**config.mk**
```make
export PLATFORM = sky130hd
export DESIGN_NAME = tpu_tile_scheduler_flat
export DESIGN_NICKNAME = d
export VERILOG_FILES = /design/src/rtl/tpu_tile_scheduler_pkg.sv /design/src/rtl/tpu_tile_scheduler_if.sv /design/src/rtl/tpu_tile_scheduler_tile_dim_calc.sv /design/src/rtl/tpu_tile_scheduler.sv /design/src/flat_wrapper.sv
export SDC_FILE = /design/constraint.sdc
export NUM_CORES = 1
export LEC_CHECK = 0
export BUFFER_PORTS_ARGS = -buffer_cell sky130_fd_sc_hd__buf_2
export CORE_ASPECT_RATIO = 0.8
export CORE_MARGIN = 10
export CORE_UTILIZATION = 45
export CTS_CLUSTER_DIAMETER = 100
export DETAILED_ROUTE_END_ITERATION = 16
export GPL_TIMING_DRIVEN = 0
export PLACE_DENSITY_LB_ADDON = 0.25
export SLEW_MARGIN = 20
export SYNTH_ARGS = -nofsm -noshare
export SYNTH_HDL_FRONTEND = slang
export SYNTH_HIERARCHICAL = 1
export SYNTH_SLANG_ARGS = --single-unit
export TNS_END_PERCENT = 5
```
**constraint.sdc**
```tcl
create_clock -name clk_i -period 5.15 [get_ports clk_i]
set_input_delay 1.03 -clock clk_i [delete_from_list [all_inputs] [get_ports clk_i]]
set_output_delay 1.03 -clock clk_i [all_outputs]
set_load 0.03 [all_outputs]
```
**src/rtl/tpu_tile_scheduler_pkg.sv**
```systemverilog
// Shared constants and state encoding for the tile scheduler that drives the
// fixed-size tpu core over arbitrary matrix shapes.
package tpu_tile_scheduler_pkg;

    localparam int unsigned ARRAY_DIM  = 32'd10;
    localparam int unsigned ADDR_WIDTH = 32'd16;

    localparam logic [ADDR_WIDTH-1:0] ADDR_ZERO = {ADDR_WIDTH{1'b0}};
    localparam logic [ADDR_WIDTH-1:0] TILE_STEP = ADDR_WIDTH'(ARRAY_DIM);

    typedef enum logic [2:0] {
        S_IDLE  = 3'd0,
        S_ISSUE = 3'd1,
        S_WAIT  = 3'd2,
        S_NEXT  = 3'd3,
        S_DONE  = 3'd4
    } state_e;

endpackage

```
**src/rtl/tpu_tile_scheduler_if.sv**
```systemverilog
// Job bus between the tile scheduler (master) and the tpu core (slave).
interface tpu_tile_scheduler_if;
    import tpu_tile_scheduler_pkg::*;

    logic                  tpu_start;
    logic                  tpu_valid;
    logic [ADDR_WIDTH-1:0] tpu_m;
    logic [ADDR_WIDTH-1:0] tpu_k;
    logic [ADDR_WIDTH-1:0] tpu_n;
    logic [ADDR_WIDTH-1:0] tpu_base_a;
    logic [ADDR_WIDTH-1:0] tpu_base_b;
    logic [ADDR_WIDTH-1:0] tpu_base_p;

    modport master (
        output tpu_start, tpu_m, tpu_k, tpu_n, tpu_base_a, tpu_base_b, tpu_base_p,
        input  tpu_valid
    );

    modport slave (
        input  tpu_start, tpu_m, tpu_k, tpu_n, tpu_base_a, tpu_base_b, tpu_base_p,
        output tpu_valid
    );

endinterface

```
**src/rtl/tpu_tile_scheduler_tile_dim_calc.sv**
```systemverilog
// Clamps a remaining row/column count to one array edge and flags the final
// tile along that axis.
module tile_dim_calc
    import tpu_tile_scheduler_pkg::*;
(
    input  logic [ADDR_WIDTH-1:0] rem_i,
    output logic [ADDR_WIDTH-1:0] dim_o,
    output logic                  last_o
);

    // min(ARRAY_DIM, remaining) and whether this tile exhausts the axis
    always_comb begin
        if (rem_i > TILE_STEP) begin
            dim_o  = TILE_STEP;
            last_o = 1'b0;
        end else begin
            dim_o  = rem_i;
            last_o = 1'b1;
        end
    end

endmodule

```
**src/rtl/tpu_tile_scheduler.sv**
```systemverilog
// Splits an MxKxN multiply into row-major output tiles and issues one tpu job
// per tile, waiting for each job to complete before issuing the next.
module tpu_tile_scheduler
    import tpu_tile_scheduler_pkg::*;
(
    input  logic                  clk_i,
    input  logic                  rst_ni,
    input  logic                  start_i,
    input  logic                  abort_i,
    input  logic [ADDR_WIDTH-1:0] m_i,
    input  logic [ADDR_WIDTH-1:0] k_i,
    input  logic [ADDR_WIDTH-1:0] n_i,
    input  logic [ADDR_WIDTH-1:0] base_a_i,
    input  logic [ADDR_WIDTH-1:0] base_b_i,
    input  logic [ADDR_WIDTH-1:0] base_p_i,
    output logic                  busy_o,
    output logic                  done_o,
    output logic                  aborted_o,
    tpu_tile_scheduler_if.master  tpu_if
);

    state_e                state_q;
    logic [ADDR_WIDTH-1:0] k_q, n_q, base_a_q, base_b_q, base_p_q;
    logic [ADDR_WIDTH-1:0] rem_m_q, rem_n_q, a_off_q, b_off_q, p_off_q;
    logic                  row_last_q, col_last_q, abort_q;
    logic                  busy_q, done_q, aborted_q, start_q;
    logic [ADDR_WIDTH-1:0] tile_m_q, tile_k_q, tile_n_q;
    logic [ADDR_WIDTH-1:0] tile_a_q, tile_b_q, tile_p_q;

    logic                  idle_s, zero_dim_s, load_s, last_tile_s, abort_pend_s, in_job_s;
    logic [ADDR_WIDTH-1:0] rem_m_d, rem_n_d, a_off_d, b_off_d, p_off_d, k_d;
    logic [ADDR_WIDTH-1:0] tile_m_d, tile_n_d, tile_a_d, tile_b_d, tile_p_d;
    logic                  row_last_d, col_last_d;

    // Next-tile counters/offsets: seeded from the inputs in IDLE, advanced
    // row-major (column inner) otherwise. Sums wrap at ADDR_WIDTH bits.
    always_comb begin
        idle_s = (state_q == S_IDLE);
        if (idle_s) begin
            k_d      = k_i;
            rem_m_d  = m_i;
            rem_n_d  = n_i;
            a_off_d  = ADDR_ZERO;
            b_off_d  = ADDR_ZERO;
            p_off_d  = ADDR_ZERO;
            tile_a_d = base_a_i;
            tile_b_d = base_b_i;
            tile_p_d = base_p_i;
        end else begin
            k_d     = k_q;
            p_off_d = p_off_q + TILE_STEP;
            if (col_last_q) begin
                rem_m_d = rem_m_q - TILE_STEP;
                rem_n_d = n_q;
                a_off_d = a_off_q + k_q;
                b_off_d = ADDR_ZERO;
            end else begin
                rem_m_d = rem_m_q;
                rem_n_d = rem_n_q - TILE_STEP;
                a_off_d = a_off_q;
                b_off_d = b_off_q + k_q;
            end
            tile_a_d = base_a_q + a_off_d;
            tile_b_d = base_b_q + b_off_d;
            tile_p_d = base_p_q + p_off_d;
        end
    end

    // Control qualifiers for the state machine
    always_comb begin
        zero_dim_s   = (m_i == ADDR_ZERO) || (k_i == ADDR_ZERO) || (n_i == ADDR_ZERO);
        last_tile_s  = row_last_q && col_last_q;
        abort_pend_s = abort_q || abort_i;
        in_job_s     = (state_q == S_ISSUE) || (state_q == S_WAIT) || (state_q == S_NEXT);
        load_s       = (idle_s && start_i && !zero_dim_s) || (state_q == S_NEXT);
    end

    tile_dim_calc u_row_calc (
        .rem_i  (rem_m_d),
        .dim_o  (tile_m_d),
        .last_o (row_last_d)
    );

    tile_dim_calc u_col_calc (
        .rem_i  (rem_n_d),
        .dim_o  (tile_n_d),
        .last_o (col_last_d)
    );

    // Sequencer: state, job latches, tile registers and all registered outputs
    always_ff @(posedge clk_i or negedge rst_ni) begin
        if (!rst_ni) begin
            state_q    <= S_IDLE;
            k_q        <= ADDR_ZERO;
            n_q        <= ADDR_ZERO;
            base_a_q   <= ADDR_ZERO;
            base_b_q   <= ADDR_ZERO;
            base_p_q   <= ADDR_ZERO;
            rem_m_q    <= ADDR_ZERO;
            rem_n_q    <= ADDR_ZERO;
            a_off_q    <= ADDR_ZERO;
            b_off_q    <= ADDR_ZERO;
            p_off_q    <= ADDR_ZERO;
            row_last_q <= 1'b0;
            col_last_q <= 1'b0;
            abort_q    <= 1'b0;
            busy_q     <= 1'b0;
            done_q     <= 1'b0;
            aborted_q  <= 1'b0;
            start_q    <= 1'b0;
            tile_m_q   <= ADDR_ZERO;
            tile_k_q   <= ADDR_ZERO;
            tile_n_q   <= ADDR_ZERO;
            tile_a_q   <= ADDR_ZERO;
            tile_b_q   <= ADDR_ZERO;
            tile_p_q   <= ADDR_ZERO;
        end else begin
            start_q   <= 1'b0;
            done_q    <= 1'b0;
            aborted_q <= 1'b0;

            case (state_q)
                S_IDLE: begin
                    if (start_i) begin
                        k_q      <= k_i;
                        n_q      <= n_i;
                        base_a_q <= base_a_i;
                        base_b_q <= base_b_i;
                        base_p_q <= base_p_i;
                        abort_q  <= 1'b0;
                        busy_q   <= 1'b1;
                        if (zero_dim_s) begin
                            state_q <= S_DONE;
                            done_q  <= 1'b1;
                        end else begin
                            state_q <= S_ISSUE;
                            start_q <= 1'b1;
                        end
                    end
                end
                S_ISSUE: begin
                    state_q <= S_WAIT;
                end
                S_WAIT: begin
                    if (tpu_if.tpu_valid) begin
                        if (abort_pend_s) begin
                            state_q   <= S_DONE;
                            done_q    <= 1'b1;
                            aborted_q <= 1'b1;
                        end else if (last_tile_s) begin
                            state_q <= S_DONE;
                            done_q  <= 1'b1;
                        end else begin
                            state_q <= S_NEXT;
                        end
                    end
                end
                S_NEXT: begin
                    state_q <= S_ISSUE;
                    start_q <= 1'b1;
                end
                S_DONE: begin
                    state_q <= S_IDLE;
                    busy_q  <= 1'b0;
                end
                default: begin
                    state_q <= S_IDLE;
                    busy_q  <= 1'b0;
                end
            endcase

            // An abort is remembered until the in-flight tile reports back
            if (in_job_s && abort_i) begin
                abort_q <= 1'b1;
            end

            if (load_s) begin
                rem_m_q    <= rem_m_d;
                rem_n_q    <= rem_n_d;
                a_off_q    <= a_off_d;
                b_off_q    <= b_off_d;
                p_off_q    <= p_off_d;
                row_last_q <= row_last_d;
                col_last_q <= col_last_d;
                tile_m_q   <= tile_m_d;
                tile_k_q   <= k_d;
                tile_n_q   <= tile_n_d;
                tile_a_q   <= tile_a_d;
                tile_b_q   <= tile_b_d;
                tile_p_q   <= tile_p_d;
            end
        end
    end

    assign busy_o            = busy_q;
    assign done_o            = done_q;
    assign aborted_o         = aborted_q;
    assign tpu_if.tpu_start  = start_q;
    assign tpu_if.tpu_m      = tile_m_q;
    assign tpu_if.tpu_k      = tile_k_q;
    assign tpu_if.tpu_n      = tile_n_q;
    assign tpu_if.tpu_base_a = tile_a_q;
    assign tpu_if.tpu_base_b = tile_b_q;
    assign tpu_if.tpu_base_p = tile_p_q;

endmodule

```
**src/flat_wrapper.sv**
```systemverilog
// flat-port wrapper written by rule: the top's interface ports become plain ports
module tpu_tile_scheduler_flat import tpu_tile_scheduler_pkg::*;
  (clk_i, rst_ni, start_i, abort_i, m_i, k_i, n_i, base_a_i, base_b_i, base_p_i, busy_o, done_o, aborted_o, tpu_if_tpu_start, tpu_if_tpu_m, tpu_if_tpu_k, tpu_if_tpu_n, tpu_if_tpu_base_a, tpu_if_tpu_base_b, tpu_if_tpu_base_p, tpu_if_tpu_valid);
  tpu_tile_scheduler_if tpu_if_i ();
  input  logic clk_i;
  input  logic rst_ni;
  input  logic start_i;
  input  logic abort_i;
  input  logic [ADDR_WIDTH-1:0] m_i;
  input  logic [ADDR_WIDTH-1:0] k_i;
  input  logic [ADDR_WIDTH-1:0] n_i;
  input  logic [ADDR_WIDTH-1:0] base_a_i;
  input  logic [ADDR_WIDTH-1:0] base_b_i;
  input  logic [ADDR_WIDTH-1:0] base_p_i;
  output logic busy_o;
  output logic done_o;
  output logic aborted_o;
  output wire logic [$bits(tpu_if_i.tpu_start)-1:0] tpu_if_tpu_start;
  output wire logic [$bits(tpu_if_i.tpu_m)-1:0] tpu_if_tpu_m;
  output wire logic [$bits(tpu_if_i.tpu_k)-1:0] tpu_if_tpu_k;
  output wire logic [$bits(tpu_if_i.tpu_n)-1:0] tpu_if_tpu_n;
  output wire logic [$bits(tpu_if_i.tpu_base_a)-1:0] tpu_if_tpu_base_a;
  output wire logic [$bits(tpu_if_i.tpu_base_b)-1:0] tpu_if_tpu_base_b;
  output wire logic [$bits(tpu_if_i.tpu_base_p)-1:0] tpu_if_tpu_base_p;
  input wire logic [$bits(tpu_if_i.tpu_valid)-1:0] tpu_if_tpu_valid;
  assign tpu_if_tpu_start = tpu_if_i.tpu_start;
  assign tpu_if_tpu_m = tpu_if_i.tpu_m;
  assign tpu_if_tpu_k = tpu_if_i.tpu_k;
  assign tpu_if_tpu_n = tpu_if_i.tpu_n;
  assign tpu_if_tpu_base_a = tpu_if_i.tpu_base_a;
  assign tpu_if_tpu_base_b = tpu_if_i.tpu_base_b;
  assign tpu_if_tpu_base_p = tpu_if_i.tpu_base_p;
  assign tpu_if_i.tpu_valid = tpu_if_tpu_valid;
  tpu_tile_scheduler u_core (.clk_i(clk_i), .rst_ni(rst_ni), .start_i(start_i), .abort_i(abort_i), .m_i(m_i), .k_i(k_i), .n_i(n_i), .base_a_i(base_a_i), .base_b_i(base_b_i), .base_p_i(base_p_i), .busy_o(busy_o), .done_o(done_o), .aborted_o(aborted_o), .tpu_if(tpu_if_i));
endmodule
```
==> impl_metrics.env, run 1 <==
export IMPL_outcome="completed"
export IMPL_die_x_um=229
export IMPL_dpl_hpwl_um=41000
export IMPL_final_common_cell="nand2_1"
export IMPL_power_internal_uw=6670
export IMPL_clkPwrFrac_pct=17.3
export IMPL_seqPwrFrac_pct=27.9
export IMPL_finalPower_uw=13100
export IMPL_maxCapViolations=0
export IMPL_cts_htree_levels=1
export IMPL_rows=61
export IMPL_cts_buffers=30
export IMPL_antenna_found_initial=1
export IMPL_initial_core_util_pct=45.4
export IMPL_cp_start_kind="flip-flop"
export IMPL_drt_iter0_markers=1721
export IMPL_final_cell_mix="583 x nand2_1, 265 x dfrtp_1, 211 x buf_2"
export IMPL_finalCritPeriodShare_pct=91.5
export IMPL_slew_headroom_pct=23.4
export IMPL_synth_edf_count=0
export IMPL_die_area_sq_um=42900
export IMPL_final_hold_violation_count=0
export IMPL_finalNetCount=2342
export IMPL_arrival_ns=5.13
export IMPL_cts_resized_gates=0
export IMPL_worstSetupPathType="reg -> reg"
export IMPL_vias=14800
export IMPL_cts_root_buffer="clkbuf_16"
export IMPL_hold_buffers=0
export IMPL_clk_path_buf_depth=3
export IMPL_synth_area_sq_um=15700
export IMPL_drive_above_1_share_pct=15.5
export IMPL_pin_count=201
export IMPL_yosys_warnings=6
export IMPL_power_static_leakage_uw=0.00912
export IMPL_worstSetupEndpointType="flip-flop"
export IMPL_slowest_stage="dfrtp_1"
export IMPL_drcViolationCount=0
export IMPL_first_global_vias=14200
export IMPL_setup_slack_ns=0.440
export IMPL_switching_share_pct=49.0
export IMPL_place_gp_congestion=0.965
export IMPL_cp_data_required_time_ns=5.57
export IMPL_clkTransAtPathRegs_ns=0.06
export IMPL_finalWirelength_um=54400
export IMPL_portBuffers=200
export IMPL_cp_common_cell="a21oi_1"
export IMPL_max_slew_worst_pin_slew_ns=1.14
export IMPL_dieHeight_um=187
export IMPL_tritoncts="yes"
export IMPL_postCtsSetupRepairBufs=0
export IMPL_powerDensity_nw_per_um2=705
export IMPL_grt_start_max_net_pins=85
export IMPL_ant_nets=0
export IMPL_fillCellCount=3283
export IMPL_synth_cells=1900
export IMPL_coreArea_sq_um=34700
export IMPL_switchingPower_uw=6400
export IMPL_peakVddDrop_v=0.000427
export IMPL_drtPass1Iterations=6
export IMPL_syn2layout_area_growth_pct=17.7
export IMPL_async_flop_share_pct=100
export IMPL_path_max_fanout=4
export IMPL_grt_setup_unrepaired="false"
export IMPL_place_ws_ns=0.637
export IMPL_ys_flop_type="dfrtp_1"
export IMPL_hold_path_class="in -> async"
export IMPL_synth_seq_area_share_pct=42.1
export IMPL_wl_per_cell_um=20.5
export IMPL_vias_per_cell=5.56
export IMPL_grt_use_total_pct=24.4
export IMPL_fin_crit_ns=4.71
export IMPL_clk_latency_ns=0.58
export IMPL_clock_sinks=265
export IMPL_slew_violations=0
export IMPL_crit_family="compound AO/OA/AOI/OAI gates"
export IMPL_setup_viol=0
export IMPL_yosys_register_bits=265
export IMPL_syn_avg_cell_area_sq_um=8.29
export IMPL_grt_ovfl_total=0
export IMPL_power_frac_comb_pct=54.8
export IMPL_max_freq_mhz=212
export IMPL_path_buf_inv=1
export IMPL_crit_chain="ha_1, inv_1, fa_1, nor2b_1, o21ai_1, a21oi_1, a21oi_1, a31o_2, xor2_1, nor2_1, ha_1, a21oi_1, nor2b_1, or2_2, a31oi_1, o21bai_1, xnor2_1, xor2_1, o211ai_1"
export IMPL_fin_worst_skew_ns=0.0178
export IMPL_grt_pass1_wl_um=83200
export IMPL_ys_types=76
export IMPL_cpPeakStageDelay_ns=0.49
path summary, 6_finish.rpt:
check,cells past startpoint,startpoint,slack [ns],endpoint
worst max-delay path,19,u_core/k_q[0]$_DFFE_PN0P_,0.44,u_core/tpu_if.tpu_base_b[15]$_DFFE_PN0N_
worst min-delay path,1,rst_ni,0.34,u_core/base_b_q[13]$_DFFE_PN0P_
worst max register to register,19,u_core/k_q[0]$_DFFE_PN0P_,0.44,u_core/tpu_if.tpu_base_b[15]$_DFFE_PN0N_
worst min register to register,2,u_core/tpu_if.tpu_m[11]$_DFFE_PN0N_,0.46,u_core/tpu_if.tpu_m[11]$_DFFE_PN0N_
max in group asynchronous,3,rst_ni,3.77,u_core/n_q[9]$_DFFE_PN0P_
min in group clk_i,2,u_core/tpu_if.tpu_m[11]$_DFFE_PN0N_,0.46,u_core/tpu_if.tpu_m[11]$_DFFE_PN0N_
cell usage after synthesis (all sizes together), types with 3 or more instances:
master / n / share of area (%)
o21a: 11 / 0.52
a21boi: 3 / 0.14
nand2: 584 / 14
or3: 10 / 0.40
a22o: 9 / 0.50
mux2: 26 / 1.9
fa: 4 / 0.51
nand2b: 6 / 0.29
o31ai: 13 / 0.62
or2: 8 / 0.33
o21ai: 120 / 3.8
a22oi: 3 / 0.14
nor2b: 8 / 0.32
xnor2: 63 / 3.5
a21oi: 108 / 3.5
o22ai: 7 / 0.28
o2bb2ai: 8 / 0.45
a31o: 3 / 0.17
ha: 80 / 6.4
and3: 15 / 0.60
o21bai: 10 / 0.50
nor4: 24 / 1.3
a211o: 3 / 0.17
nand3: 39 / 1.3
clkbuf: 69 / 1.7
o211ai: 8 / 0.38
a211oi: 17 / 0.89
dfrtp: 265 / 42
inv: 31 / 0.74
nand4: 6 / 0.24
nor3b: 3 / 0.14
a21o: 18 / 0.86
a31oi: 42 / 1.7
xor2: 28 / 1.6
buf: 47 / 2.1
nor3: 26 / 0.86
nor2: 147 / 3.6
mux2i: 4 / 0.25
final cells by class:
class	instances	area, sq um	area share (%)
clock inverter	9	129	0.695
antenna	1	2.50	0.0135
buffer	116	597	3.22
inverter	31	116	0.628
timing repair buffer	203	1090	5.90
tap	472	591	3.19
sequential	265	6630	35.8
clock buffer	44	895	4.83
multi-input combinational	1510	8480	45.8
metal layers:
| metal | vias up | GRT usage [%] | wire length, um |
|---|---|---|---|
| met5 | - | 0 | 0 |
| met3 | 82 | 6.15 | 5210 |
| li1 | 6944 | - | - |
| met4 | 0 | 5.36 | 1240 |
| met2 | 645 | 36.9 | 23300 |
| met1 | 7079 | 34.6 | 24600 |
registers in the layout (all words and copies together) (netlist names), 16 cells and up:
name,cells
u_core/a_off_q,16
u_core/b_off_q,16
u_core/base_a_q,16
u_core/base_b_q,16
u_core/base_p_q,16
u_core/k_q,16
u_core/n_q,16
u_core/rem_m_q,16
u_core/rem_n_q,16
u_core/tpu_if.tpu_base_a,16
u_core/tpu_if.tpu_base_b,16
u_core/tpu_if.tpu_base_p,16
u_core/tpu_if.tpu_k,16
u_core/tpu_if.tpu_m,16
u_core/tpu_if.tpu_n,16
power by group through the flow:
stage               registers, uW  logic [uW]  clock network [uW]
floorplan                    4190        4200                   0
global placement             3630        6880                   0
detailed placement           3650        7020                   0
CTS                          3630        7050                2290
global route                 3750        7810                2370
finish                       3650        7160                2260
through the flow:
stage          instance area [sq um]  hold slack (ns)  setup TNS (ns)  cells  utilization (%)
2_1_floorplan                  15800            0.440               0   1922                -
3_3_place_gp                   17400            0.445         -536.60   2594             50.3
3_5_place_dp                   17500            0.450               0   2597             50.5
4_1_cts                        18500            0.338               0   2650             53.5
5_1_grt                        18500            0.359               0   2651             53.5
6_report                       18500            0.339               0   2651             53.5
kinds of logic after synthesis:
logic type               count (synthesis)  synth area share [%]
AO/OA/AOI/OAI                          394                  15.3
other                                    2                0.0477
multiplexers                            30                  2.11
flip-flops                             265                  42.1
XOR/XNOR                                91                  5.06
buffers and inverters                  147                  4.53
AND/OR/NAND/NOR                        887                  24.0
adder cells (fa/ha/maj)                 84                  6.87
No activity file was read; power rests on OpenSTA's default activity.
==> inputs of run 2 (changes only) <==
Settings changed: SETUP_SLACK_MARGIN set to 0.5.
==> run 2 against run 1 <==
Die area did not move. Critical path depth rose by 1. Design area rose by 0.16%. Largest cell class unchanged.
==> impl_metrics.env, run 2 (synthesized netlist as in run 1, its figures left out) <==
export IMPL_slew_headroom_pct=25.1
export IMPL_cp_start_kind="flip-flop"
export IMPL_finalNetCount=2342
export IMPL_power_internal_uw=6670
export IMPL_tritoncts="yes"
export IMPL_grt_pass1_wl_um=83200
export IMPL_setup_slack_ns=0.763
export IMPL_vias_per_cell=5.57
export IMPL_final_hold_violation_count=0
export IMPL_cp_data_required_time_ns=5.57
export IMPL_dp_cells=2597
export IMPL_arrival_ns=4.80
export IMPL_dieHeight_um=187
export IMPL_cts_htree_levels=1
export IMPL_drtPass1Iterations=5
export IMPL_syn2layout_area_growth_pct=17.9
export IMPL_maxCapViolations=0
export IMPL_seqPwrFrac_pct=27.9
export IMPL_max_freq_mhz=228
export IMPL_hold_path_class="in -> async"
export IMPL_drt_iter0_markers=1486
export IMPL_worstSetupPathType="reg -> reg"
export IMPL_max_slew_worst_pin_slew_ns=1.11
export IMPL_fin_worst_skew_ns=0.0181
export IMPL_ff2ff_setup_slack_ns=0.76
export IMPL_drive_above_1_share_pct=15.9
export IMPL_worstSetupEndpointType="flip-flop"
export IMPL_drcViolationCount=0
export IMPL_utilization_pct=53.6
export IMPL_path_max_fanout=6
export IMPL_grt_setup_unrepaired="true"
export IMPL_setup_viol=0
export IMPL_power_static_leakage_uw=0.00913
export IMPL_clkTransAtPathRegs_ns=0.06
export IMPL_cts_root_buffer="clkbuf_16"
export IMPL_powerDensity_nw_per_um2=703
export IMPL_switching_share_pct=48.9
export IMPL_clock_sinks=265
export IMPL_slew_violations=0
export IMPL_portBuffers=200
export IMPL_final_common_cell="nand2_1"
export IMPL_peakVddDrop_v=0.000425
export IMPL_fin_crit_ns=4.39
export IMPL_wl_per_cell_um=20.4
export IMPL_stdcell_count=2651
export IMPL_antenna_found_initial=1
export IMPL_place_ws_ns=0.637
export IMPL_pin_count=201
export IMPL_die_area_sq_um=42900
export IMPL_ant_nets=0
export IMPL_die_x_um=229
export IMPL_grt_ovfl_total=0
export IMPL_place_gp_congestion=0.965
export IMPL_outcome="completed"
export IMPL_clkPwrFrac_pct=17.3
export IMPL_crit_chain="ha_1, inv_1, fa_1, nor2b_1, o21ai_1, a21oi_2, o21ai_0, a21boi_1, o21a_1, nor3_1, nor3_2, ha_1, o21a_1, o21ai_0, a21oi_1, a31oi_1, o21bai_1, xnor2_1, xor2_1, o211ai_1"
export IMPL_finalWirelength_um=54200
export IMPL_slowest_stage="dfrtp_2"
export IMPL_coreArea_sq_um=34700
export IMPL_cpPeakStageDelay_ns=0.44
export IMPL_clk_latency_ns=0.58
export IMPL_switchingPower_uw=6390
export IMPL_grt_start_max_net_pins=85
export IMPL_finalCritPeriodShare_pct=85.2
export IMPL_initial_core_util_pct=45.4
export IMPL_cts_buffers=30
export IMPL_power_frac_comb_pct=54.8
export IMPL_final_cell_mix="583 x nand2_1, 263 x dfrtp_1, 211 x buf_2"
export IMPL_vias=14800
export IMPL_grt_use_total_pct=24.4
export IMPL_rows=61
export IMPL_dpl_hpwl_um=41000
export IMPL_first_global_vias=14200
export IMPL_clk_path_buf_depth=3
run 2: changes by cell type in the layout (fill, tap and decap cells not counted), moves of 2 or more:
cell	previous run	this run
a21oi_2	1	3
dfrtp_1	265	263
dfrtp_2	0	2
a21oi_1	107	105
run 2: worst paths after layout:
| path | depth (start not counted) | start | to |
|---|---|---|---|
| max | 20 | u_core/k_q[0]$_DFFE_PN0P_ | u_core/tpu_if.tpu_base_b[15]$_DFFE_PN0N_ |
| min | 1 | rst_ni | u_core/base_b_q[13]$_DFFE_PN0P_ |
| max reg2reg | 20 | u_core/k_q[0]$_DFFE_PN0P_ | u_core/tpu_if.tpu_base_b[15]$_DFFE_PN0N_ |
| min reg2reg | 2 | u_core/tpu_if.tpu_m[11]$_DFFE_PN0N_ | u_core/tpu_if.tpu_m[11]$_DFFE_PN0N_ |
| max in group asynchronous | 3 | rst_ni | u_core/k_q[0]$_DFFE_PN0P_ |
| min in group clk_i | 2 | u_core/tpu_if.tpu_m[11]$_DFFE_PN0N_ | u_core/tpu_if.tpu_m[11]$_DFFE_PN0N_ |
run 2: layer usage:
layer  global-route usage [%]  vias to the layer above  share of wire (%)
li1                         -                     6938                  -
met1                     34.6                     7095                 45
met2                     36.9                      670                 43
met3                     6.15                       75                 10
met4                     5.36                        0                2.1
met5                        0                        -                  0
run 2: per-stage QoR:
stage / setup TNS (ns) / area (sq um) / hold WS (ns) / total power [uW]
3_5_place_dp: 0 / 17500 / 0.450 / 10700
5_1_grt: 0 / 18600 / 0.359 / 13900
6_report: 0 / 18600 / 0.339 / 13100
2_1_floorplan: 0 / 15800 / 0.440 / 8390
3_3_place_gp: -536.60 / 17400 / 0.445 / 10500
4_1_cts: 0 / 18500 / 0.338 / 13000
run 2: what timing repair did:
item,CTS,global route
resized for setup,0,9
setup buffers,0,0
hold buffers,0,0
setup endpoints to repair,0,5
run 2: layout make-up:
cell class              instances  area [sq um]
inverters                      31           116
fillers                      3281         16100
multi-input cells            1510          8510
flip-flops and latches        265          6630
clock inverters                 9           129
clock buffers                  44           895
well taps                     472           591
repair buffers                203          1090
diodes                          1          2.50
plain buffers                 116           597
run 2: worst max-delay path: cells and delay by family (launching register included):
family / cells / cell delay (ns)
buffers and inverters: 1 / 0.07
adders and majority gates: 3 / 0.96
AOI/OAI and AO/OA: 11 / 1.82
DFF: 1 / 0.44
and+or+nand+nor: 3 / 0.49
xor gates and xnor gates: 2 / 0.44
run 2: power groups by stage:
stage,clock (uW),combinational [uW],sequential (uW)
floorplan,0,4200,4190
global placement,0,6880,3630
detailed placement,0,7020,3650
CTS,2290,7050,3630
global route,2370,7820,3750
finish,2260,7150,3650
==> inputs of run 3 (changes only) <==
Settings changed: CTS_BUF_LIST set to sky130_fd_sc_hd__clkbuf_2.
==> run 3 against run 2 <==
Register-to-register slack gained 0.05 ns. Global-route usage grew 0.41 points. Via count grew 1.2%. Worst hold slack lost 0.022 ns. Flip-flop and latch count is the same. Clock power shrank 27%. Sequential power is essentially flat. Wire length grew 1.2%. Design area shrank 1.8%. Power shrank 4.6%. Core utilization shrank 0.94 points. Critical path type unchanged. Critical endpoint is now u_core/tpu_if.tpu_base_a[14]$_DFFE_PN0N_.
==> impl_metrics.env, run 3 (synthesized netlist as in run 1, its figures left out) <==
export IMPL_finalCritPeriodShare_pct=84.2
export IMPL_finalNetCount=2385
export IMPL_grt_pass1_wl_um=83900
export IMPL_peakVddDrop_v=0.000321
export IMPL_pin_count=201
export IMPL_portBuffers=200
export IMPL_setup_viol=0
export IMPL_worstSetupEndpointType="flip-flop"
export IMPL_cp_start_kind="flip-flop"
export IMPL_cpPeakStageDelay_ns=0.48
export IMPL_die_x_um=229
export IMPL_maxCapViolations=0
export IMPL_wl_per_cell_um=20.2
export IMPL_cts_buffers=72
export IMPL_multi_input_area_sq_um=8510
export IMPL_hold_path_class="in -> reg"
export IMPL_tritoncts="yes"
export IMPL_dpl_hpwl_um=41000
export IMPL_clock_sinks=265
export IMPL_power_static_leakage_uw=0.00914
export IMPL_final_hold_violation_count=0
export IMPL_switchingPower_uw=6420
export IMPL_syn2layout_area_growth_pct=15.9
export IMPL_cp_common_cell="a21oi_1"
export IMPL_slowest_stage="a2111oi_1"
export IMPL_antenna_found_initial=2
export IMPL_area_sequential_sq_um=6630
export IMPL_vias=15000
export IMPL_grt_setup_unrepaired="true"
export IMPL_fin_crit_ns=4.34
export IMPL_ant_nets=0
export IMPL_drtPass1Iterations=6
export IMPL_fillCellCount=3405
export IMPL_use_met1_pct=34.4
export IMPL_crit_family="compound AO/OA/AOI/OAI gates"
export IMPL_initial_core_util_pct=45.4
export IMPL_crit_chain="ha_1, inv_1, fa_1, nor2b_1, o21ai_1, a21boi_1, o21a_1, nor2_1, xnor2_1, mux2_2, ha_1, a21o_1, a21oi_1, o21ai_0, a2111oi_1, nor3_1, a21oi_1, mux2i_1, a21oi_1"
export IMPL_dp_cells=2597
export IMPL_powerDensity_nw_per_um2=683
export IMPL_dieHeight_um=187
export IMPL_cts_htree_levels=3
export IMPL_met3_usage_pct=6.90
export IMPL_coreArea_sq_um=34700
export IMPL_finish_instance_area_sq_um=18200
export IMPL_power_internal_uw=6030
export IMPL_fin_setup_tns_ns=0
export IMPL_grt_util_met2_pct=36.5
export IMPL_switching_share_pct=51.6
export IMPL_vias_per_cell=5.50
export IMPL_max_slew_worst_pin_slew_ns=1.09
export IMPL_cts_root_buffer="clkbuf_2"
export IMPL_stdcell_count=2719
export IMPL_grt_start_max_net_pins=85
export IMPL_seqPwrFrac_pct=29.2
export IMPL_slew_violations=0
export IMPL_outcome="completed"
export IMPL_final_common_cell="nand2_1"
export IMPL_grt_use_total_pct=24.9
export IMPL_die_area_sq_um=42900
export IMPL_worstSetupPathType="reg -> reg"
export IMPL_clkPwrFrac_pct=13.2
export IMPL_slew_headroom_pct=26.6
export IMPL_max_freq_mhz=231
export IMPL_hold_ws_ns=0.317
export IMPL_power_frac_comb_pct=57.6
export IMPL_drt_iter0_markers=1519
export IMPL_drcViolationCount=0
export IMPL_rows=61
export IMPL_place_ws_ns=0.637
export IMPL_path_max_fanout=6
export IMPL_clk_path_buf_depth=3
export IMPL_clk_latency_ns=0.92
export IMPL_setup_slack_ns=0.812
export IMPL_path_buf_inv=1
export IMPL_place_gp_congestion=0.965
export IMPL_final_cell_mix="583 x nand2_1, 263 x dfrtp_1, 211 x buf_2"
export IMPL_cp_data_required_time_ns=5.96
export IMPL_placed_area_sq_um=17500
export IMPL_arrival_ns=5.14
export IMPL_finalWirelength_um=54800
export IMPL_first_global_vias=14600
export IMPL_top_usage_layer="met2"
export IMPL_drive_above_1_share_pct=18.1
export IMPL_grt_ovfl_total=0
export IMPL_clkTransAtPathRegs_ns=0.10
export IMPL_fin_worst_skew_ns=0.0748
==> run 3: through the flow <==
| stage | utilization, % | power, uW |
|---|---|---|
| 6_report | 52.6 | 12500 |
| 5_1_grt | 52.6 | 13400 |
| 4_1_cts | 52.5 | 12400 |
| 3_5_place_dp | 50.5 | 10700 |
| 3_3_place_gp | 50.3 | 10500 |
| 2_1_floorplan | - | 8390 |
==> run 3: path summary, 6_finish.rpt <==
path | depth (start not counted) | start | to | slack [ns]
min reg2reg | 2 | u_core/tpu_if.tpu_m[11]$_DFFE_PN0N_ | u_core/tpu_if.tpu_m[11]$_DFFE_PN0N_ | 0.47
max in group asynchronous | 4 | rst_ni | u_core/n_q[8]$_DFFE_PN0P_ | 3.46
min in group asynchronous | 2 | rst_ni | u_core/base_b_q[13]$_DFFE_PN0P_ | 0.61
max | 19 | u_core/k_q[0]$_DFFE_PN0P_ | u_core/tpu_if.tpu_base_a[14]$_DFFE_PN0N_ | 0.81
min | 3 | base_b_i[10] | u_core/base_b_q[10]$_DFFE_PN0P_ | 0.32
max reg2reg | 19 | u_core/k_q[0]$_DFFE_PN0P_ | u_core/tpu_if.tpu_base_a[14]$_DFFE_PN0N_ | 0.81
==> run 3: final cells by class <==
class / count / area share [%]
flip-flops and latches: 265 / 36.4
diodes: 2 / 0.0274
clock buffers: 98 / 2.69
clock inverters: 21 / 1.03
plain buffers: 116 / 3.27
well taps: 472 / 3.24
inverters: 31 / 0.638
repair buffers: 204 / 6.05
multi-input cells: 1510 / 46.7
==> run 3: routing by layer <==
layer / wire [um] / vias up
li1: - / 7063
met1: 24200 / 7139
met2: 23500 / 661
met3: 5700 / 87
met4: 1390 / 0
met5: 0 / -
==> run 3: repair_timing <==
action                                 in CTS  in global routing
hold buffers                                1                  0
setup endpoints to repair                   0                  5
resized for setup                           0                 10
endpoints found under the hold margin      19                  0
setup buffers                               0                  0
==> run 3: power by group through the flow <==
stage / Combinational (uW) / Clock, uW / Sequential, uW
after CTS: 7060 / 1690 / 3620
after detailed placement: 7020 / 0 / 3650
after floorplan: 4200 / 0 / 4190
final: 7170 / 1640 / 3640
after global routing: 7830 / 1800 / 3740
after global placement: 6880 / 0 / 3630
==> run 3: tightest hold or removal path: stages <==
cell and delay, ns:
buf_2 0.09, nand2_1 0.04, nand2_1 0.05
